## src/rtl/adapter_pkg.sv

```systemverilog
// Shared encodings for the Dilithium low-resource sequencing adapter:
// opcodes, payload types, operation modes and FSM states.
package adapter_pkg;

  localparam logic [1:0] PT_PK   = 2'b00;
  localparam logic [1:0] PT_SK   = 2'b01;
  localparam logic [1:0] PT_SIG  = 2'b10;
  localparam logic [1:0] PT_SEED = 2'b11;

  localparam logic [1:0] OP_STOR_PFX = 2'b11;
  localparam logic [1:0] OP_LOAD_PFX = 2'b10;

  localparam logic [3:0] OP_DIGEST = 4'b0001;
  localparam logic [3:0] OP_SIGN   = 4'b0010;
  localparam logic [3:0] OP_VRFY   = 4'b0100;
  localparam logic [3:0] OP_KGEN   = 4'b0111;

  localparam logic [1:0] MODE_KEYGEN  = 2'd0;
  localparam logic [1:0] MODE_VERIFY  = 2'd1;
  localparam logic [1:0] MODE_SIGN    = 2'd2;
  localparam logic [1:0] MODE_ILLEGAL = 2'd3;

  typedef enum logic [1:0] {
    IDLE      = 2'd0,
    ISSUE     = 2'd1,
    WAIT_DONE = 2'd2
  } state_t;

  function automatic logic [3:0] stor_op(input logic [1:0] pt);
    return {OP_STOR_PFX, pt};
  endfunction

  function automatic logic [3:0] load_op(input logic [1:0] pt);
    return {OP_LOAD_PFX, pt};
  endfunction

endpackage

```

## src/rtl/adapter_seq_rom.sv

```systemverilog
// Combinational opcode table: maps (mode, step) to the opcode plus flags
// marking the repeatable DIGEST step and the final step of the sequence.
module adapter_seq_rom
  import adapter_pkg::*;
(
  input  logic [1:0] mode_i,
  input  logic [1:0] step_i,
  output logic [3:0] op_o,
  output logic       is_digest_o,
  output logic       is_last_o
);

  // NOTE: every output gets a default before the case so no latch is inferred.
  always_comb begin
    op_o        = 4'b0000;
    is_digest_o = 1'b0;
    is_last_o   = (step_i == 2'd3);
    case (mode_i)
      MODE_KEYGEN: begin
        case (step_i)
          2'd0:    op_o = stor_op(PT_SEED);
          2'd1:    op_o = OP_KGEN;
          2'd2:    op_o = load_op(PT_SK);
          default: op_o = load_op(PT_PK);
        endcase
      end
      MODE_SIGN: begin
        case (step_i)
          2'd0:    op_o = stor_op(PT_SK);
          2'd1:    op_o = OP_DIGEST;
          2'd2:    op_o = OP_SIGN;
          default: op_o = load_op(PT_SIG);
        endcase
        is_digest_o = (step_i == 2'd1);
      end
      MODE_VERIFY: begin
        case (step_i)
          2'd0:    op_o = stor_op(PT_PK);
          2'd1:    op_o = stor_op(PT_SIG);
          2'd2:    op_o = OP_DIGEST;
          default: op_o = OP_VRFY;
        endcase
        is_digest_o = (step_i == 2'd2);
      end
      default: is_last_o = 1'b0;
    endcase
  end

endmodule

```

## src/rtl/adapter_seq_low_res.sv

```systemverilog
// Expands start/mode into the core's opcode sequence over a valid/ready
// handshake. Define ADAPTER_SEQ_TIMEOUT_EN to compile in the stall watchdog.
module adapter_seq_low_res
  import adapter_pkg::*;
#(
  parameter int          OP_W           = 4,
  parameter int          CHUNK_W        = 16,
  parameter int unsigned TIMEOUT_CYCLES = 1048576
) (
  input  logic               clk,
  input  logic               rst,
  input  logic               start,
  input  logic [1:0]         mode,
  input  logic [CHUNK_W-1:0] msg_chunks,
  output logic               done,
  output logic               err,
  output logic               busy,
  output logic [OP_W-1:0]    op_in,
  output logic               op_valid_in,
  input  logic               ready_out
);

  state_t             state_q, state_d;
  logic [1:0]         step_q, step_d;
  logic [1:0]         mode_q, mode_d;
  logic [CHUNK_W-1:0] chunk_q, chunk_d;
  logic [CHUNK_W-1:0] n_q, n_d;
  logic [OP_W-1:0]    op_q, op_d;
  logic               digest_q, digest_d;
  logic               last_q, last_d;
  logic               valid_q, valid_d;
  logic               done_q, done_d;
  logic               err_q, err_d;
  logic               busy_q, busy_d;

  // The table is addressed with the step about to be loaded, so the
  // opcode and its flags are registered together.
  logic [1:0] rom_mode, rom_step;
  logic [3:0] rom_op;
  logic       rom_digest, rom_last;

  assign rom_mode = (state_q == IDLE) ? mode : mode_q;
  assign rom_step = (state_q == IDLE) ? 2'd0 : step_q + 2'd1;

  adapter_seq_rom u_rom (
    .mode_i      (rom_mode),
    .step_i      (rom_step),
    .op_o        (rom_op),
    .is_digest_o (rom_digest),
    .is_last_o   (rom_last)
  );

`ifdef ADAPTER_SEQ_TIMEOUT_EN
  localparam int STALL_W = $clog2(TIMEOUT_CYCLES + 1);
  logic [STALL_W-1:0] stall_q, stall_d;
  logic               timeout;
  assign timeout = (state_q != IDLE) && !ready_out &&
                   (stall_q == STALL_W'(TIMEOUT_CYCLES - 1));
`endif

  always_comb begin
    state_d  = state_q;
    step_d   = step_q;
    mode_d   = mode_q;
    chunk_d  = chunk_q;
    n_d      = n_q;
    op_d     = op_q;
    digest_d = digest_q;
    last_d   = last_q;
    valid_d  = valid_q;
    err_d    = err_q;
    done_d   = 1'b0;
    case (state_q)
      IDLE: begin
        if (start) begin
          if (mode == MODE_ILLEGAL) begin
            err_d  = 1'b1;
            done_d = 1'b1;
          end else begin
            mode_d   = mode;
            n_d      = (msg_chunks == '0) ? CHUNK_W'(1) : msg_chunks;
            err_d    = 1'b0;
            step_d   = 2'd0;
            chunk_d  = '0;
            op_d     = OP_W'(rom_op);
            digest_d = rom_digest;
            last_d   = rom_last;
            valid_d  = 1'b1;
            state_d  = ISSUE;
          end
        end
      end
      ISSUE: begin
        if (valid_q && ready_out) begin
          if (digest_q && (chunk_q + CHUNK_W'(1) != n_q)) begin
            chunk_d = chunk_q + CHUNK_W'(1);
          end else if (last_q) begin
            valid_d = 1'b0;
            state_d = WAIT_DONE;
          end else begin
            step_d   = step_q + 2'd1;
            op_d     = OP_W'(rom_op);
            digest_d = rom_digest;
            last_d   = rom_last;
          end
        end
      end
      WAIT_DONE: begin
        if (ready_out) begin
          done_d  = 1'b1;
          state_d = IDLE;
        end
      end
      default: state_d = IDLE;
    endcase

`ifdef ADAPTER_SEQ_TIMEOUT_EN
    if (timeout) begin
      state_d = IDLE;
      valid_d = 1'b0;
      done_d  = 1'b1;
      err_d   = 1'b1;
    end
    stall_d = ((state_q != IDLE) && !ready_out && (state_d == state_q))
              ? stall_q + STALL_W'(1) : '0;
`endif

    busy_d = (state_d != IDLE);
  end

  // NOTE: sequential state uses non-blocking assignments only.
  always_ff @(posedge clk or posedge rst) begin
    if (rst) begin
      state_q  <= IDLE;
      step_q   <= '0;
      mode_q   <= '0;
      chunk_q  <= '0;
      n_q      <= '0;
      op_q     <= '0;
      digest_q <= 1'b0;
      last_q   <= 1'b0;
      valid_q  <= 1'b0;
      done_q   <= 1'b0;
      err_q    <= 1'b0;
      busy_q   <= 1'b0;
    end else begin
      state_q  <= state_d;
      step_q   <= step_d;
      mode_q   <= mode_d;
      chunk_q  <= chunk_d;
      n_q      <= n_d;
      op_q     <= op_d;
      digest_q <= digest_d;
      last_q   <= last_d;
      valid_q  <= valid_d;
      done_q   <= done_d;
      err_q    <= err_d;
      busy_q   <= busy_d;
    end
  end

`ifdef ADAPTER_SEQ_TIMEOUT_EN
  always_ff @(posedge clk or posedge rst) begin
    if (rst) stall_q <= '0;
    else     stall_q <= stall_d;
  end
`endif

  assign op_in       = op_q;
  assign op_valid_in = valid_q;
  assign done        = done_q;
  assign err         = err_q;
  assign busy        = busy_q;

endmodule

```

## config.mk

```make
export PLATFORM = sky130hd
export DESIGN_NAME = adapter_seq_low_res
export DESIGN_NICKNAME = d
export VERILOG_FILES = /design/src/rtl/adapter_pkg.sv /design/src/rtl/adapter_seq_rom.sv /design/src/rtl/adapter_seq_low_res.sv
export SDC_FILE = /design/constraint.sdc
export NUM_CORES = 1
export LEC_CHECK = 0
export CAP_MARGIN = 40
export CORE_MARGIN = 2
export CORE_UTILIZATION = 30
export CTS_CLUSTER_DIAMETER = 80
export DETAILED_ROUTE_END_ITERATION = 8
export PLACE_DENSITY_LB_ADDON = 0.08
export REMOVE_ABC_BUFFERS = 1
export SYNTH_ARGS = -nofsm -noshare
export SYNTH_HDL_FRONTEND = slang
export SYNTH_SLANG_ARGS = --single-unit
```

## constraint.sdc

```tcl
create_clock -name clk -period 4.49 [get_ports clk]
set_input_delay 0.449 -clock clk [delete_from_list [all_inputs] [get_ports clk]]
set_output_delay 0.449 -clock clk [all_outputs]
set_load 0.005 [all_outputs]
```

==> flow_summary.toml <==
[setup_path]
path_max_fanout = 9
crit_path_top_delay_cell = "o41ai_2"
path_delay_family = "compound AO/OA/AOI/OAI gates"
crit_arrival_ns = 3.76
startpoint_type = "flip-flop"
cp-end-kind = "flip-flop"
crit_chain = "ha_1 > nand3_2 > or4_1 > a32oi_1 > a21oi_1 > o41ai_2 > a21oi_2 > a221o_1"
path_buf_inv = 0
worstPathRequired_ns = 4.69
slowest_delay_ns = 0.87
crit_type = "flip-flop to flip-flop"

[logic_synthesis]
synth_top_cell_area_share = 0.397
synth_compound_area_frac = 0.190
synth_cell_types = 54
synth_mux_area_frac = 0.0261
synth_top_family_by_area = "simple AND/OR/NAND/NOR gates"
synth_area_leaders = "dfrtp_1 (40%), nand2_1 (7.9%), ha_1 (5.0%)"
synthArstFlopShare = 1.00
yosys_register_bits = 48
seq_area_frac_synth = 0.397
synth_ff_type = "dfrtp_1"
synth_top_area_cell = "dfrtp_1"
synth-edff-count = 0
synth_xor_area_frac = 0.0550
synth-simple-area-share = 0.233
synth_fa_ha_area_frac = 0.0496
synth_common_cells = "nand2_1 (64), dfrtp_1 (48), nand3_1 (17), nor2_1 (17), xnor2_1 (14)"
yosysWarnings = 0
synthCells = 340
synth_most_common_cell = "nand2_1"
syn_avg_cell_area_um2 = 8.90
syn_area_um2 = 3030

[finish]
stdcell_count = 494
nets = 394
layout-drive-gt1-share = 0.108
seqCellArea_um2 = 1200
antenna_cells = 0
design_area_um2 = 3560
nFillCells = 1017
area_delta_synth_final_pct = 17.5
final_util = 0.364
multi_input_area_um2 = 1680

[floorplan]
io_pins = 30
die_area_um2 = 10900
fp.dieH_um = 104
core_region_area_um2 = 9770
die_w_um = 104
placementRows = 36
start_util = 0.310

[clock_tree]
cts_root_buffer = "clkbuf_8"
cts_sinks = 48
clockBufferDepth = 2
cts_made_buffers = 5
cts.hold.buffers_added = 0
h-tree-depth = 2
path_clk_slew_ns = 0.10
post_cts_buffers = 0
ctsResizeCount = 0
cts_tree = "done"
clk_latency_ns = 0.31

[timing]
worst_slack_ns = 0.929
finalSetupViolCount = 0
fin_crit_sh = 0.793
fmax_ghz = 0.281
finalHoldViolCount = 0
rsz0062_at_grt = "no"
fin_crit_ns = 3.56
relSlewSlack = 0.386
tns_ns = 0
max_slew.worst_pin.slew_ns = 0.911
slew_violations = 0
finClkSkew_ns = 0.0120

[pwr]
powerDensity_nw_per_um2 = 596
ir_drop_mv = 0.286
p_leak_nw = 1.47

[route]
wl_per_cell_um = 16.3
wirelength_um = 8070
first_pass_iters = 4
drt_iter0_markers = 203
viasPerCell = 5.20
drc = 0
final_antenna_net_count = 0
vias = 2570

[placement]
dpl.hpwl_um = 5640
place.gp.congestion = 0.822
dpl_cell_area_um2 = 3450
pre_cts_ws_ns = 0.956
io_buffers = 29
dp.cells = 486

[global_route]
overflow = 0
grt_usage = 0.156
antenna_found_initial = 0
grt_pass1_vias = 2659
grt_pass1_wl_um = 13900
grt_max_degree = 49

[job]
maxCapViolations = 0

[outcome]
status = "finished, final reports clean"

[worst_hold_path]
hp-class = "flip-flop to flip-flop"
==> metrics by stage <==
| step | hold slack [ns] | power, mW |
|---|---|---|
| after floorplan | 0.460 | 1.45 |
| after global placement | 0.488 | 1.79 |
| after detailed placement | 0.487 | 1.80 |
| after CTS | 0.511 | 2.14 |
| after global routing | 0.537 | 2.31 |
| final | 0.507 | 2.12 |
==> final cells by class <==
class	instances	share of cell area
clock buffer	6	0.0204
clock inverter	2	0.00985
inverter	9	0.00950
sequential	48	0.338
timing repair buffer	37	0.104
tap	133	0.0468
multi-input combinational	259	0.471
==> report_power, final <==
group          internal [mW]  switching [mW]  leakage [nW]
Combinational          0.501           0.542         0.835
Clock                  0.166           0.158        0.0552
Sequential             0.586           0.165         0.576
Total                   1.25           0.865          1.47
==> logic make-up after synthesis <==
group | count (synthesis)
XOR/XNOR | 19
AND/OR/NAND/NOR | 145
flip-flops | 48
multiplexers | 7
AO/OA/AOI/OAI | 76
buffers and inverters | 33
adder cells (fa/ha/maj) | 12
==> routing by layer <==
| layer | up-vias | GRT usage | share of wire |
|---|---|---|---|
| met4 | 0 | 0.0444 | 0.015 |
| met3 | 8 | 0.0244 | 0.036 |
| met5 | - | 0 | 0 |
| met1 | 1236 | 0.214 | 0.49 |
| met2 | 53 | 0.253 | 0.46 |
| li1 | 1273 | - | - |
==> worst min-delay path, stage by stage, from the launching register on <==
cell     delay [ns]
dfrtp_1        0.37
nand2_1        0.05
nand2_1        0.06
==> state kept, by name, summed over array words and instances, names as in the netlist <==
register	flops
chunk_q	16
n_q	16
op_in	4
mode_q	2
state_q	2
step_q	2
busy	1
digest_q	1
done	1
err	1
last_q	1
op_valid_in	1
==> cells in the final DEF, fill, tap and decap left out, drive strengths merged, types with 6 or more instances in the layout <==
master,n
clkdlybuf4s50,29
inv,9
o41ai,11
dfrtp,48
and3,6
mux2,7
nor2,17
o21ai,10
ha,12
a31o,10
buf,8
xnor2,14
clkbuf,6
a21oi,12
nand2,64
nand4,10
nand3,19
==> worst paths after layout <==
path / startpoint / endpoint / slack, ns / cells past startpoint
hold / removal: n_q[1] / n_q[1] / 0.51 / 2
hold reg to reg: n_q[1] / n_q[1] / 0.51 / 2
setup reg to reg: chunk_q[0] / step_q[1] / 0.93 / 8
max in group asynchronous: rst / n_q[13] / 3.42 / 3
min in group asynchronous: rst / n_q[3] / 0.62 / 3
setup / recovery: chunk_q[0] / step_q[1] / 0.93 / 8
No activity file was read; power rests on OpenSTA's default activity.
